===== config.mk =====
export PLATFORM = sky130hd
export DESIGN_NAME = seq_arith_unit
export DESIGN_NICKNAME = d
export VERILOG_FILES = /design/src/rtl/seq_arith_unit.sv
export SDC_FILE = /design/constraint.sdc
export NUM_CORES = 1
export LEC_CHECK = 0
export ABC_AREA = 1
export CAP_MARGIN = 25
export CORE_AREA = 2 2 75 77
export DETAILED_ROUTE_END_ITERATION = 10
export DIE_AREA = 0 0 77 79
export HOLD_SLACK_MARGIN = 0.15
export PLACE_DENSITY = 0.77
export SLEW_MARGIN = 25
export SYNTH_ARGS = -nofsm -noshare
export SYNTH_HDL_FRONTEND = slang
export SYNTH_SLANG_ARGS = --single-unit
export TNS_END_PERCENT = 10

===== constraint.sdc =====
create_clock -name clk -period 1.63 [get_ports clk]
set_input_delay 0.163 -clock clk [delete_from_list [all_inputs] [get_ports clk]]
set_output_delay 0.163 -clock clk [all_outputs]
set_load 0.01 [all_outputs]

===== src/rtl/seq_arith_unit.sv =====
// seq_arith_unit: registered add/sub/shift/multiply unit with start/done handshake
module seq_arith_unit #(
  parameter int N = 4
) (
  input  logic         clk,
  input  logic         rst_n,
  input  logic         start,
  input  logic [2:0]   op,
  input  logic [N-1:0] a,
  input  logic [N-1:0] b,
  output logic         busy,
  output logic         done,
  output logic [N-1:0] result,
  output logic         carry,
  output logic         overflow,
  output logic         zero,
  output logic         negative
);
  localparam int SW = $clog2(N);
  localparam int CW = $clog2(N + 1);
  typedef enum logic [1:0] {IDLE, RUN, DONE} state_t;
  state_t state, state_nx;
  logic [2:0] op_r;
  logic [N-1:0] a_r, b_r, res_nx;
  logic [2*N-1:0] mc, acc;
  logic [CW-1:0] cnt, k_in;
  logic [N:0] sum, diff;
  logic sc, sv, accept, fin, c_nx, v_nx, is_add, is_sub, is_asl, is_asr, is_mul;
  always_comb begin
    accept = start && state != RUN;
    fin = state == RUN && cnt == '0;
    state_nx = accept ? RUN : fin ? DONE : state == DONE ? IDLE : state;
    k_in = (CW'(b[SW-1:0]) > CW'(N)) ? CW'(N) : CW'(b[SW-1:0]);
    is_add = op_r == 3'b000;
    is_sub = op_r == 3'b001;
    is_asl = op_r == 3'b010;
    is_asr = op_r == 3'b011;
    is_mul = op_r == 3'b100;
    sum = {1'b0, a_r} + {1'b0, b_r};
    diff = {1'b0, a_r} - {1'b0, b_r};
    res_nx = is_add ? sum[N-1:0] : is_sub ? diff[N-1:0] : (is_asl || is_asr) ? a_r :
             is_mul ? acc[N-1:0] : '0;
    c_nx = is_add ? sum[N] : is_sub ? ~diff[N] : (is_asl || is_asr) ? sc :
           is_mul ? |acc[2*N-1:N] : 1'b0;
    v_nx = is_add ? (a_r[N-1] == b_r[N-1] && sum[N-1] != a_r[N-1]) :
           is_sub ? (a_r[N-1] != b_r[N-1] && diff[N-1] != a_r[N-1]) :
           is_asl ? sv : 1'b0;
  end
  assign busy = state == RUN;
  assign done = state == DONE;
  always_ff @(posedge clk) begin
    if (!rst_n) begin
      state <= IDLE;
      op_r <= '0;
      a_r <= '0;
      b_r <= '0;
      mc <= '0;
      acc <= '0;
      cnt <= '0;
      sc <= 1'b0;
      sv <= 1'b0;
      result <= '0;
      carry <= 1'b0;
      overflow <= 1'b0;
      zero <= 1'b0;
      negative <= 1'b0;
    end else begin
      state <= state_nx;
      if (accept) begin
        op_r <= op;
        a_r <= a;
        b_r <= b;
        mc <= {{N{1'b0}}, a};
        acc <= '0;
        sc <= 1'b0;
        sv <= 1'b0;
        cnt <= (op == 3'b010 || op == 3'b011) ? k_in : op == 3'b100 ? CW'(N) : '0;
      end else if (state == RUN && cnt != '0) begin
        cnt <= cnt - CW'(1);
        // one step per cycle: a multiplier bit for MUL, one bit position for shifts
        if (is_mul) begin
          acc <= acc + (b_r[0] ? mc : '0);
          mc <= mc << 1;
          b_r <= b_r >> 1;
        end else if (is_asl) begin
          sc <= a_r[N-1];
          sv <= sv | (a_r[N-1] ^ a_r[N-2]);
          a_r <= a_r << 1;
        end else begin
          sc <= a_r[0];
          a_r <= {a_r[N-1], a_r[N-1:1]};
        end
      end
      if (fin) begin
        result <= res_nx;
        carry <= c_nx;
        overflow <= v_nx;
        zero <= res_nx == '0;
        negative <= res_nx[N-1];
      end
    end
  end
endmodule


==> Implementation_results.wiki <==
{| class="wikitable"
! Metric !! Value
|-
| Result of the run || finished, violations left
|-
| Violated checks || negative setup slack
|-
| Type of element launching the critical path || register
|-
| Arrival @ worst endpoint || roughly 1.9 ns
|-
| Clock insertion delay at the later pin of the skew report || roughly 0.3 ns
|-
| Met2 wire len || around 3200 microns
|-
| Crit. End Element || register
|-
| Post-detailed-placement cell area || 3087 sq um
|-
| Final standard cell area without fillers || between 3000 and 4000 sq um
|-
| Max-Cap Viols || 0
|-
| Path class of the lowest-slack min-delay path || input port to register
|-
| Antenna violations before repair || 0
|-
| Min setup slack post-route || -0.02675 ns
|-
| Effective utilization at floorplan || 50.07%
|-
| Combined global-route utilization of all metal layers || a little under a quarter
|-
| Fraction of the mapped netlist area in compound gates || 14.42%
|-
| Uppermost signal routing layer after detailed routing || met4
|-
| Length of routed wiring on met1 || approximately 3100 microns
|-
| Final Skew || between 0.005 and 0.006 ns
|-
| Die height || 79 microns
|-
| Mapped Cells || roughly 400
|-
| Worst-case vdd ir drop || about 0.61 mV
|-
| Clock Tree Root || sky130_fd_sc_hd__clkbuf_8
|-
| Max-slew headroom at the worst pin || 73.55%
|-
| PortBufs || 23
|-
| Number of global-route vias before repair || about 2,500
|-
| Bufs on Longest Clock Path || 2
|-
| Transition time at the pin with the least slew margin || roughly 0.4 ns
|-
| Count of synthesis-stage warnings from yosys || 0
|-
| Pwr per Cell Area || 756.2 nW/um^2
|-
| Number of antenna repair diodes || 0
|-
| Placeable core region || approximately 5300 sq um
|-
| Leakage component of the power || 1.577 nW
|-
| Clock sink total || just over 40
|-
| Endpoints failing hold || 0
|-
| Num CTS Buffers || 5
|-
| Remaining global-route overflow || 0
|-
| Mux share of post-synthesis cell area || 0%
|-
| Die Footprint || 6083 sq um
|-
| FP Rows || 27
|-
| Cell area after synthesis || 2673 sq um
|-
| Average cell area after synthesis || about 6.7 sq um
|-
| Type of the worst setup path || register to register
|-
| Initial DRC Count || 339
|-
| Synthesis-to-layout area growth || 25.98%
|-
| Setup repair after global routing missed its margin || true
|-
| XOR/XNOR Fraction of Synth Area || less than 1%
|-
| Global placer's final weighted congestion || ~0.9
|-
| Top cells by area, synth || sky130_fd_sc_hd__dfxtp_1 (31%), sky130_fd_sc_hd__nand2_1 (12%), sky130_fd_sc_hd__inv_1 (8.1%)
|-
| Maximum clock frequency || 0.6036 GHz
|-
| Required arrival time at the worst endpoint || between 1.5 and 2 ns
|-
| CTS clk-pin slew, worst paths || around 0.08 ns
|-
| Most used standard cell by instance count after synthesis || sky130_fd_sc_hd__nand2_1
|-
| Final setup vio count || 1
|-
| Largest net degree at the start of global routing || 15
|-
| Final worst hold slack || a little over 0.4 ns
|-
| Nets || 476
|-
| Synthesis-stage register bit count || between 40 and 50
|-
| Number of enable-type register cells in the synthesized netlist || 0
|-
| Number of H-tree branching levels || 2
|-
| First-pass GRT wire length || about 11,000 microns
|-
| Count of distinct cell types in the synthesized netlist || 31
|-
| Proportion of synthesized flip-flops having asynchronous set or reset || 0%
|-
| Simple logic cell fraction of the synthesized area || between 30% and 40%
|-
| Max-slew violation count || 0
|-
| Clock tree from TritonCTS || yes
|-
| Fraction of final layout cells with drive strength greater than 1 || 21.54%
|-
| Highest net fanout along the worst path || 8
|-
| Dominant combinational cell family by area after synthesis || simple AND/OR/NAND/NOR gates
|-
| Aggregate routed wire length || a little under 7000 microns
|-
| Width of the die || 77 microns
|-
| DR vias || 2,668
|-
| List of most frequent post-synthesis cells || sky130_fd_sc_hd__nand2_1 (88), sky130_fd_sc_hd__inv_1 (58), sky130_fd_sc_hd__dfxtp_1 (41), sky130_fd_sc_hd__nor2_1 (41), sky130_fd_sc_hd__nand3_1 (36)
|-
| Register area share after synthesis || a little under a third
|-
| Total power draw || between 0.002 and 0.003 W
|-
| Cell type with the largest total area after synthesis || sky130_fd_sc_hd__dfxtp_1
|-
| Drt wl/cell || between 10 and 15 microns
|-
| Mapped Nets || 432
|-
| Main flop type after synthesis || sky130_fd_sc_hd__dfxtp_1
|-
| Met3 routed wirelength || 414 microns
|-
| Vias per std cell || 5.201
|-
| Final cycle utilization of the critical path || 101.6%
|-
| Io pins || 24
|-
| DRC violation count after routing || 0
|-
| Adder-cell share of the synthesized area || 10.21%
|-
| Number of nets still failing antenna checks after routing || 0
|-
| Post-layout minimum cycle time || ~1.7 ns
|-
| Total iterations of the first detailed-routing run || 5
|-
| Half-perimeter wire length after detailed placement || between 4000 and 5000 microns
|-
| Proportion of netlist area held by the largest area contributor || 30.71%
|}
worst paths after layout:
path	startpoint	endpoint	slack [ns]	depth (start not counted)
max	b_r[0]$_SDFFE_PN0P_	acc[7]$_SDFFE_PP0P_	-0.03	11
min	b[3]	b_r[3]$_SDFFE_PN0P_	0.41	3
max reg2reg	b_r[0]$_SDFFE_PN0P_	acc[7]$_SDFFE_PP0P_	-0.03	11
min reg2reg	result[0]$_SDFFE_PN0P_	result[0]$_SDFFE_PN0P_	0.45	2
power breakdown:
part / total [W] / leakage [nW] / switching, W / internal (W)
clock network: 0.000628 / 0.0399 / 0.000346 / 0.000282
registers: 0.00114 / 0.337 / 0.0000696 / 0.00107
logic: 0.000777 / 1.20 / 0.000453 / 0.000325
total: 0.00255 / 1.58 / 0.000869 / 0.00168
flip-flops by register name (all words and copies together), names as in the netlist:
name,count
acc,8
mc,8
a_r,4
b_r,4
result,4
cnt,3
op_r,3
state,2
carry,1
overflow,1
sc,1
sv,1
zero,1
critical path, cell delays in order (launching register included):
cell and delay, ns:
sky130_fd_sc_hd__dfxtp_4 0.42, sky130_fd_sc_hd__buf_6 0.13, sky130_fd_sc_hd__nand2_1 0.05, sky130_fd_sc_hd__inv_1 0.09, sky130_fd_sc_hd__ha_4 0.21, sky130_fd_sc_hd__nand2_2 0.08
sky130_fd_sc_hd__inv_1 0.05, sky130_fd_sc_hd__a21oi_2 0.16, sky130_fd_sc_hd__nand3b_1 0.11, sky130_fd_sc_hd__nand2_1 0.08, sky130_fd_sc_hd__nand2_1 0.06, sky130_fd_sc_hd__a21oi_2 0.13
per-layer routing:
layer  GRT usage [%]  vias to the layer above
met2           39.39                       87
met4           9.464                        0
met1           29.18                     1210
met3           3.523                       13
met5               0                        -
li1                -                     1358
timing repair:
action / CTS / global route
endpoints found under the hold margin: 0 / 0
buffers inserted: 3 / 0
resized for setup: 21 / 32
hold buffers: 0 / 0
cloned: 0 / 0
pin swaps: 8 / 17
setup endpoints to repair: 6 / 25
cell families (layout without fill, tap and decap cells):
family | count (synthesis) | after routing
and+or+nand+nor | 187 | 187
DFF | 41 | 41
adders and majority gates | 20 | 20
xor gates and xnor gates | 3 | 3
buffers and inverters | 74 | 117
AOI/OAI and AO/OA | 73 | 73
cell type report:
| class | count | area (sq um) |
|---|---|---|
| well taps | 72 | 90.09 |
| multi-input cells | 283 | 1715 |
| clock inverters | 1 | 5.005 |
| inverters | 65 | 245.2 |
| repair buffers | 46 | 410.4 |
| fillers | 476 | 1971 |
| flip-flops and latches | 41 | 832.0 |
| clock buffers | 5 | 68.82 |
cell usage in the layout, fill, tap and decap left out, drive strengths merged:
master,n
a22oi,1
or2,2
ha,17
nand4,2
fa,3
nand2,95
a21oi,30
o21ai,30
inv,64
nand3,36
clkbuf,5
clkdlybuf4s50,23
nor3,1
nand3b,2
a31oi,10
buf,23
a211oi,1
xnor2,1
o21bai,1
clkinv,2
dfxtp,41
nor2,49
xor2,2
stage by stage:
step	TNS, ns	setup slack [ns]	utilization, %	cells
2_1_floorplan	0	0.02738	-	398
6_report	-0.02675	-0.02675	63.08	513
3_5_place_dp	-0.2315	-0.09162	57.83	504
4_1_cts	-0.02367	-0.02125	61.18	513
5_1_grt	-0.6194	-0.1512	63.08	513
3_3_place_gp	-0.01181	-0.008373	57.83	504
No activity file was read; power rests on OpenSTA's default activity.
